==> config.mk <==
export PLATFORM = sky130hd
export DESIGN_NAME = jtframe_db15_responder
export DESIGN_NICKNAME = d
export VERILOG_FILES = /design/src/rtl/jtframe_db15_pkg.sv /design/src/rtl/jtframe_db15_edge.sv /design/src/rtl/jtframe_db15_responder.sv
export SDC_FILE = /design/constraint.sdc
export NUM_CORES = 1
export LEC_CHECK = 0
export CORE_MARGIN = 2
export CORE_UTILIZATION = 50
export DETAILED_ROUTE_END_ITERATION = 6
export PLACE_DENSITY = 0.77
export SYNTH_ARGS = -nofsm -noshare
export SYNTH_HDL_FRONTEND = slang
export SYNTH_HIERARCHICAL = 1
export SYNTH_SLANG_ARGS = --single-unit
export TNS_END_PERCENT = 50
==> constraint.sdc <==
create_clock -name clk -period 3.1 [get_ports clk]
set_input_delay 0.465 -clock clk [delete_from_list [all_inputs] [get_ports clk]]
set_output_delay 0.465 -clock clk [all_outputs]
set_load 0.01 [all_outputs]
==> src/rtl/jtframe_db15_pkg.sv <==
// Shared definitions for the DB15 joystick responder.
//   - Bit positions of each control inside one player's word.
//   - Default number of bits per player.
//   - State encoding of the responder FSM.
package jtframe_db15_pkg;

  localparam int UP     = 0;
  localparam int DOWN   = 1;
  localparam int LEFT   = 2;
  localparam int RIGHT  = 3;
  localparam int B1     = 4;
  localparam int B2     = 5;
  localparam int B3     = 6;
  localparam int B4     = 7;
  localparam int B5     = 8;
  localparam int B6     = 9;
  localparam int START  = 10;
  localparam int COIN   = 11;

  localparam int PW_DEF = 12;

  typedef enum logic [1:0] {
    IDLE  = 2'd0,
    LOAD  = 2'd1,
    SHIFT = 2'd2,
    DONE  = 2'd3
  } db15_st_t;

endpackage

==> src/rtl/jtframe_db15_edge.sv <==
// Synchronizer for one asynchronous reader line.
// Ports:
//   clk    in  system clock
//   rst_n  in  async active-low reset; all stages reset to RST_VAL
//   din    in  raw asynchronous input
//   sig    out RISE=0: synchronized level
//              RISE=1: one-cycle pulse on a synchronized rising edge
// SYNC must be at least 2.
module jtframe_db15_edge
  import jtframe_db15_pkg::*;
#(
  parameter int   SYNC    = 2,
  parameter logic RST_VAL = 1'b0,
  parameter logic RISE    = 1'b0
) (
  input  logic clk,
  input  logic rst_n,
  input  logic din,
  output logic sig
);

  logic [SYNC-1:0] sync_q, sync_d;
  logic            prev_q, prev_d;

  always_comb begin
    sync_d = {sync_q[SYNC-2:0], din};
    prev_d = sync_q[SYNC-1];
  end

  // p0: synchronizer chain plus one history flop for edge detection.
  // prev resets to the same value as the chain so no edge is seen at reset release.
  always_ff @(posedge clk or negedge rst_n) begin
    if (!rst_n) begin
      sync_q <= {SYNC{RST_VAL}};
      prev_q <= RST_VAL;
    end else begin
      sync_q <= sync_d;
      prev_q <= prev_d;
    end
  end

  always_comb begin
    if (RISE) sig = sync_q[SYNC-1] & ~prev_q;
    else      sig = sync_q[SYNC-1];
  end

endmodule

==> src/rtl/jtframe_db15_responder.sv <==
// Device side of the serial DB15 joystick link: a parallel-in/serial-out
// shift chain that latches both players on a load pulse and shifts them out
// MSB-first, one bit per JOY_CLK rising edge.
// Ports:
//   clk, rst_n   system clock, async active-low reset
//   joy1, joy2   player controls, active-high {coin,start,b6..b1,right,left,down,up}
//   JOY_LOAD     active-low parallel load from the reader (asynchronous)
//   JOY_CLK      shift clock from the reader (asynchronous, rising edge)
//   JOY_DATA     serial data, active-low buttons, straight from a flop
//   busy         high while a frame is being shifted
//   frame_done   one-cycle pulse when the last of the 2*PW bits is shifted
//   overrun      sticky: shift edges arrived after the frame completed
module jtframe_db15_responder
  import jtframe_db15_pkg::*;
#(
  parameter int   PW   = PW_DEF,
  parameter int   SYNC = 2,
  parameter logic FILL = 1'b1
) (
  input  logic          clk,
  input  logic          rst_n,
  input  logic [PW-1:0] joy1,
  input  logic [PW-1:0] joy2,
  input  logic          JOY_LOAD,
  input  logic          JOY_CLK,
  output logic          JOY_DATA,
  output logic          busy,
  output logic          frame_done,
  output logic          overrun
);

  localparam int NB = 2 * PW;
  localparam int CW = $clog2(NB + 1);
  localparam logic [CW-1:0] CNT_LAST = CW'(NB - 1);
  localparam logic [CW-1:0] CNT_FULL = CW'(NB);

  // Shift counter never wraps: it holds at NB once the frame is complete.
  function automatic logic [CW-1:0] cnt_sat_inc(input logic [CW-1:0] c);
    if (c == CNT_FULL) return c;
    return c + CW'(1);
  endfunction

  logic ld_lvl;
  logic ld_low;
  logic clk_rise;

  jtframe_db15_edge #(
    .SYNC    (SYNC),
    .RST_VAL (1'b1),
    .RISE    (1'b0)
  ) u_load (
    .clk   (clk),
    .rst_n (rst_n),
    .din   (JOY_LOAD),
    .sig   (ld_lvl)
  );

  jtframe_db15_edge #(
    .SYNC    (SYNC),
    .RST_VAL (1'b0),
    .RISE    (1'b1)
  ) u_clk (
    .clk   (clk),
    .rst_n (rst_n),
    .din   (JOY_CLK),
    .sig   (clk_rise)
  );

  assign ld_low = ~ld_lvl;

  db15_st_t        st_q, st_d;
  logic [NB-1:0]   sr_q, sr_d;
  logic [CW-1:0]   cnt_q, cnt_d;
  logic            frame_done_q, frame_done_d;
  logic            overrun_q, overrun_d;

  // p1: FSM state, shift chain, counter and status flags.
  always_ff @(posedge clk or negedge rst_n) begin
    if (!rst_n) begin
      st_q         <= IDLE;
      sr_q         <= {NB{FILL}};
      cnt_q        <= '0;
      frame_done_q <= 1'b0;
      overrun_q    <= 1'b0;
    end else begin
      st_q         <= st_d;
      sr_q         <= sr_d;
      cnt_q        <= cnt_d;
      frame_done_q <= frame_done_d;
      overrun_q    <= overrun_d;
    end
  end

  // A synced load has priority over everything, including a shift edge
  // arriving in the same cycle.
  always_comb begin
    st_d = st_q;
    if (ld_low) begin
      st_d = LOAD;
    end else begin
      case (st_q)
        IDLE:    st_d = IDLE;
        LOAD:    st_d = SHIFT;
        SHIFT:   if (clk_rise && cnt_q == CNT_LAST) st_d = DONE;
        DONE:    st_d = DONE;
        default: st_d = IDLE;
      endcase
    end
  end

  // Datapath: the chain is reloaded on every cycle the load is held low,
  // so the controls are sampled at the moment the reader lets go.
  always_comb begin
    sr_d         = sr_q;
    cnt_d        = cnt_q;
    frame_done_d = 1'b0;
    overrun_d    = overrun_q;
    if (ld_low) begin
      sr_d      = ~{joy1, joy2};
      cnt_d     = '0;
      overrun_d = 1'b0;
    end else if (clk_rise) begin
      case (st_q)
        SHIFT: begin
          sr_d         = {sr_q[NB-2:0], FILL};
          cnt_d        = cnt_sat_inc(cnt_q);
          frame_done_d = (cnt_q == CNT_LAST);
        end
        DONE: begin
          sr_d      = {sr_q[NB-2:0], FILL};
          cnt_d     = cnt_sat_inc(cnt_q);
          overrun_d = 1'b1;
        end
        default: begin
          sr_d = sr_q;
        end
      endcase
    end
  end

  always_comb begin
    busy       = (st_q == SHIFT);
    JOY_DATA   = sr_q[NB-1];
    frame_done = frame_done_q;
    overrun    = overrun_q;
  end

endmodule

# --- Word-level counts from Yosys, hierarchy flattened ---
# Index checks and enable logic that the tools add are counted.
totals:
  reg_bits: 38
  in_bits: 28
  output_inout_bits: 4
  wordCells: 53
op_classes:
  n_addsub: 1
  eq_ne: 10
  muxes: 25
  bitwise: 3
  reduce_logical: 6
op_table:
  columns: ["cell", "count"]
  rows:
  - ["2-to-1 mux 24 bit", 3]
  - ["2-to-1 mux 5 bit", 5]
  - ["inverter 24 bit", 1]
  - ["2-to-1 mux 1 bit", 13]
  - ["== test 5 bit (second input constant)", 2]
  - ["one-hot mux 5 bit (2 select lines)", 1]
  - ["one-hot mux 2 bit (4 select lines)", 1]
  - ["!= test 2 bit (second input constant)", 3]
  - ["!= test 3 bit (second input constant)", 2]
  - ["AND reduction 2 bit", 3]
  - ["adder 5 x 1 -> 5 bit (second input constant)", 1]
  - ["== test 2 bit (second input constant)", 2]
  - ["2-to-1 mux 2 bit", 2]
  - ["== test 2 x 1 -> 1 bit (second input constant)", 1]
  - ["logical NOT 2 bit", 1]
  - ["OR reduction 2 bit", 1]
  - ["AND 1 bit", 1]
  - ["logical AND 1 bit", 1]
  - ["inverter 1 bit", 1]

# --- Longest topological paths before layout ---
depth:
  ltp_word: 9
  depth_mapped: 5
  ltp_nobuf: 5

# --- Cells and area by module ---
# Netlist, hierarchy kept.
by_module_without_submodules:
  columns: ["module", "n_inst", "cells_each", "area_per_inst_um2", "seq_area_each_um2"]
  rows:
  - ["jtframe_db15_responder", 1, 124, 1592.8, 855.8]
  - ["jtframe_db15_edge at u_clk", 1, 4, 88.8, 75.1]
  - ["jtframe_db15_edge at u_load", 1, 2, 52.6, 52.6]

# --- Worst setup path after synthesis ---
# OpenSTA, ideal clock, no wires.
synth_timing:
  path_type: "register to register"
  from: "reg u_clk.prev_q"
  to: "reg cnt_q[3]"
  setup_time_ns: 0.078
  t_arrival_ns: 1.126
  required_time_ns: 3.022
  setup_slack_ns: 1.896
  path_stages_with_launch: 5
  n_path_buf: 0
  synth_period_minus_slack_ns: 1.204
  cell_sequence: "dfrtp_1 > nor2b_4 > nand2_2 > or3_1 > a21boi_1"
synth_via:
  elab_chain_cells: 4
synth_rtl:
  columns: ["item", "line", "text"]
  rows:
  - ["from (decl)", "jtframe_db15_edge.sv:23", "logic prev_q, prev_d;"]
  - ["from (signal assigned)", "jtframe_db15_edge.sv:38", "prev_q <= prev_d;"]
  - ["inverter 1 bit", "jtframe_db15_edge.sv:43", "if (RISE) sig = sync_q[SYNC-1] & ~prev_q;"]
  - ["AND 1 bit", "jtframe_db15_edge.sv:43", null]
  - ["net clk_rise", "jtframe_db15_responder.sv:45", "logic clk_rise;"]
  - ["!= test 2 bit (no line)", null, null]
  - ["AND reduction 2 bit (no line)", null, null]
  - ["to (signal assigned)", "jtframe_db15_responder.sv:88", "cnt_q <= cnt_d;"]
  - ["to (decl)", "jtframe_db15_responder.sv:73", "logic [CW-1:0] cnt_q, cnt_d;"]
# The timed path passes the listed nets, and every way through them passes these cells.
# A chain may end at the register's enable or synchronous reset.

# --- Worst setup path after layout ---
layout_timing:
  from: "reg st_q[1]"
  to: "out busy"
layout_via:
  elab_chain_cells: 1
layout_rtl:
  columns: ["item", "line", "text"]
  rows:
  - ["from (decl)", "jtframe_db15_responder.sv:71", "db15_st_t st_q, st_d;"]
  - ["from (signal assigned)", "jtframe_db15_responder.sv:86", "st_q <= st_d;"]
  - ["== test 2 bit", "jtframe_db15_responder.sv:142", "busy = (st_q == SHIFT);"]
  - ["to (decl)", "jtframe_db15_responder.sv:27", "output logic busy,"]
# No other way between the ends.

==> results.yml <==
run_status:
  outcome: "complete, no violations"
clock_network:
  cts_resized: 0
  clk_latency_ps: 330
  postCtsSetupBuffers: 0
  cts.sinks: 38
  cts_tree: "done"
  cts-root-buf: "clkbuf_4"
  postCtsHoldBufs: 0
  cts_buffer_depth: 2
  cts_inserted_buffers: 5
  cts.htree.levels: 2
  clkTransAtPathRegs_ps: 100
placed_design:
  io_buffers: 31
  post-place-ws_ps: 1360
  dp_cells: 202
  finalWeightedCongestion: 0.735
  dp_hpwl_mm: 1.93
synth:
  synth_area_per_cell_um2: 13.3
  yosys_warnings: 6
  netlist_area_um2: 1730
  synth_seq_cells: 38
  syn_inst: 130
  async_flop_share_pct: 100
  synth_edf_count: 0
  synth_ff_type: "dfstp_2"
  synth_fp_nets: 160
  yosysUniqueCellTypes: 24
  seq_area_frac_synth_pct: 56.7
layout:
  fin_cells: 210
  finalCoreUtilization_pct: 64.5
  area.sequential_um2: 983
  drive_above_1_share_pct: 22.6
  multi_input_area_um2: 701
  area_growth_pct: 24.2
  finalNetCount: 193
  diodes: 0
  final_cell_mix: "mux2i_1 (50), clkdlybuf4s50_1 (31), dfstp_2 (26), dfrtp_1 (12), nand2_1 (9)"
  fillCellCount: 268
  mostFrequentLayoutCell: "mux2i_1"
sta:
  setup_tns_ps: 0
  min_period_ps: 1990
  fmax_ghz: 0.502
  clock_skew_ps: 5.31
  worst_slew_pin_slew_ps: 898
  final-setup-viol-count: 0
  min_period_over_period_pct: 64.2
  slew-limit-headroom_pct: 40.2
  finalWorstSetupSlack_ps: 1110
  hold_viol_final: 0
  grt_setup_unrepaired: "false"
  finalMaxSlewViolations: 0
critical_path:
  ff2ff_setup_slack_ps: 1380
  critPathTopFamily: "buffers and inverters"
  cp_num_cells: 2
  worstPathMaxFanout: 7
  critPathMaxStageDelay_ps: 550
  required_ps: 2630
  crit_path_start_kind: "register"
  reg2reg_to: "cnt_q[3]"
  reg2reg_depth: 4
  cp-startpoint: "st_q[1]"
  critPathCapture: "busy"
  path_buf_inv: 1
  r2r-start: "u_clk/prev_q"
  worstSetupPathType: "reg2out"
  worstPathCellList: "nor2b_1 -> clkdlybuf4s50_1"
  arrival_ps: 1530
  cp_slowest_cell: "clkdlybuf4s50_1"
  endpoint_kind: "output port"
pwr:
  pwr-share-comb_pct: 12.2
  switching_share_pct: 22.4
  ir_drop_mv: 0.294
  leakage_uw: 0.00104
  p_seq_share_pct: 57.1
  internal-power_uw: 821
  switching_power_uw: 237
  p_per_area_nw_per_um2: 491
  pwr-share-clk_pct: 30.7
routing:
  antenna_left: 0
  vias: 1058
  dr.pass1.iters: 3
  wirelength_mm: 2.76
  wl_per_cell_um: 13.1
  vias_per_cell: 5.04
  drcViolationCount: 0
  first_iter_violations: 19
floorplan:
  start_util_pct: 52.0
  core_area_um2: 3340
  dieArea_um2: 3960
  rows: 21
  die_w_um: 62.9
  pin_count: 32
  die_y_um: 62.9
grt:
  grt_use_total_pct: 16.6
  antenna_found_initial: 0
  overflow: 0
  grt_start_max_net_pins: 39
  grt_pass1_wl_mm: 5.11
  grt_pass1_vias: 1191
min_path:
  hold_path_depth: 0
  hp-class: "reg2reg"
run:
  maxCapViolCount: 0
cells by family (layout without fill, tap and decap cells):
kind of cell             Yosys count  count (layout)  synth area share, %
AO/OA/AOI/OAI                      9               9                 3.46
adder cells (fa/ha/maj)            2               2                 1.44
multiplexers                      50              50                 28.9
AND/OR/NAND/NOR                   21              21                 6.64
buffers and inverters             10              44                 2.89
flip-flops                        38              38                 56.7
cell usage after synthesis (2+ instances only):
library cell,count,share of area [%]
nor2b_1,2,0.72
nand2_1,9,1.9
dfstp_2,26,39
mux2i_1,50,29
buf_2,4,1.2
dfrtp_1,12,17
o21ai_0,3,0.87
inv_1,4,0.87
nand3_1,3,0.87
buf_4,2,0.87
ha_1,2,1.4
worst min path at each step:
| stage | start | to | slack [ps] |
|---|---|---|---|
| after floorplan | rst_n | cnt_q[0] | 170 |
| after global placement | u_clk/sync_q[0] | u_clk/sync_q[1] | 340 |
| after detailed placement | u_clk/sync_q[0] | u_clk/sync_q[1] | 340 |
| after CTS | u_load/sync_q[0] | u_load/sync_q[1] | 370 |
| after global routing | u_load/sync_q[0] | u_load/sync_q[1] | 370 |
| final | u_load/sync_q[0] | u_load/sync_q[1] | 360 |
power by group through the flow:
| stage | Clock (µW) | Sequential [µW] | Combinational (µW) |
|---|---|---|---|
| after global routing | 367 | 612 | 144 |
| after floorplan | 0 | 595 | 81.6 |
| after CTS | 339 | 604 | 133 |
| final | 324 | 604 | 130 |
| after global placement | 0 | 610 | 128 |
| after detailed placement | 0 | 612 | 132 |
flip-flops by register name, indices dropped and copies added, names as in the netlist:
register and count:
sr_q 24, cnt_q 5, st_q 2, u_clk/sync_q 2, u_load/sync_q 2, frame_done 1
overrun 1, u_clk/prev_q 1
layer usage:
layer | part of all wire, % | track usage, % | up-vias | wire length (µm)
met2 | 51 | 29.3 | 25 | 1400
met5 | 0 | 0 | - | 0
met4 | 1.2 | 5.83 | 0 | 33
met3 | 5.6 | 6.31 | 4 | 154
li1 | - | - | 526 | -
met1 | 42 | 18.0 | 503 | 1170
per-stage QoR:
step | total power [µW] | area [µm²] | hold slack [ps]
2_1_floorplan | 677 | 1730 | 169
3_3_place_gp | 737 | 2070 | 342
3_5_place_dp | 744 | 2070 | 336
4_1_cts | 1080 | 2150 | 365
5_1_grt | 1120 | 2150 | 374
6_report | 1060 | 2150 | 363
area by class of cell:
class / instances / share of cell area (%)
clock buffers: 6 / 1.92
clock inverters: 2 / 1.74
inverters: 4 / 0.697
multi-input cells: 82 / 32.5
flip-flops and latches: 38 / 45.7
well taps: 46 / 2.67
repair buffers: 32 / 14.8
Power figures use the tool's default switching activity.
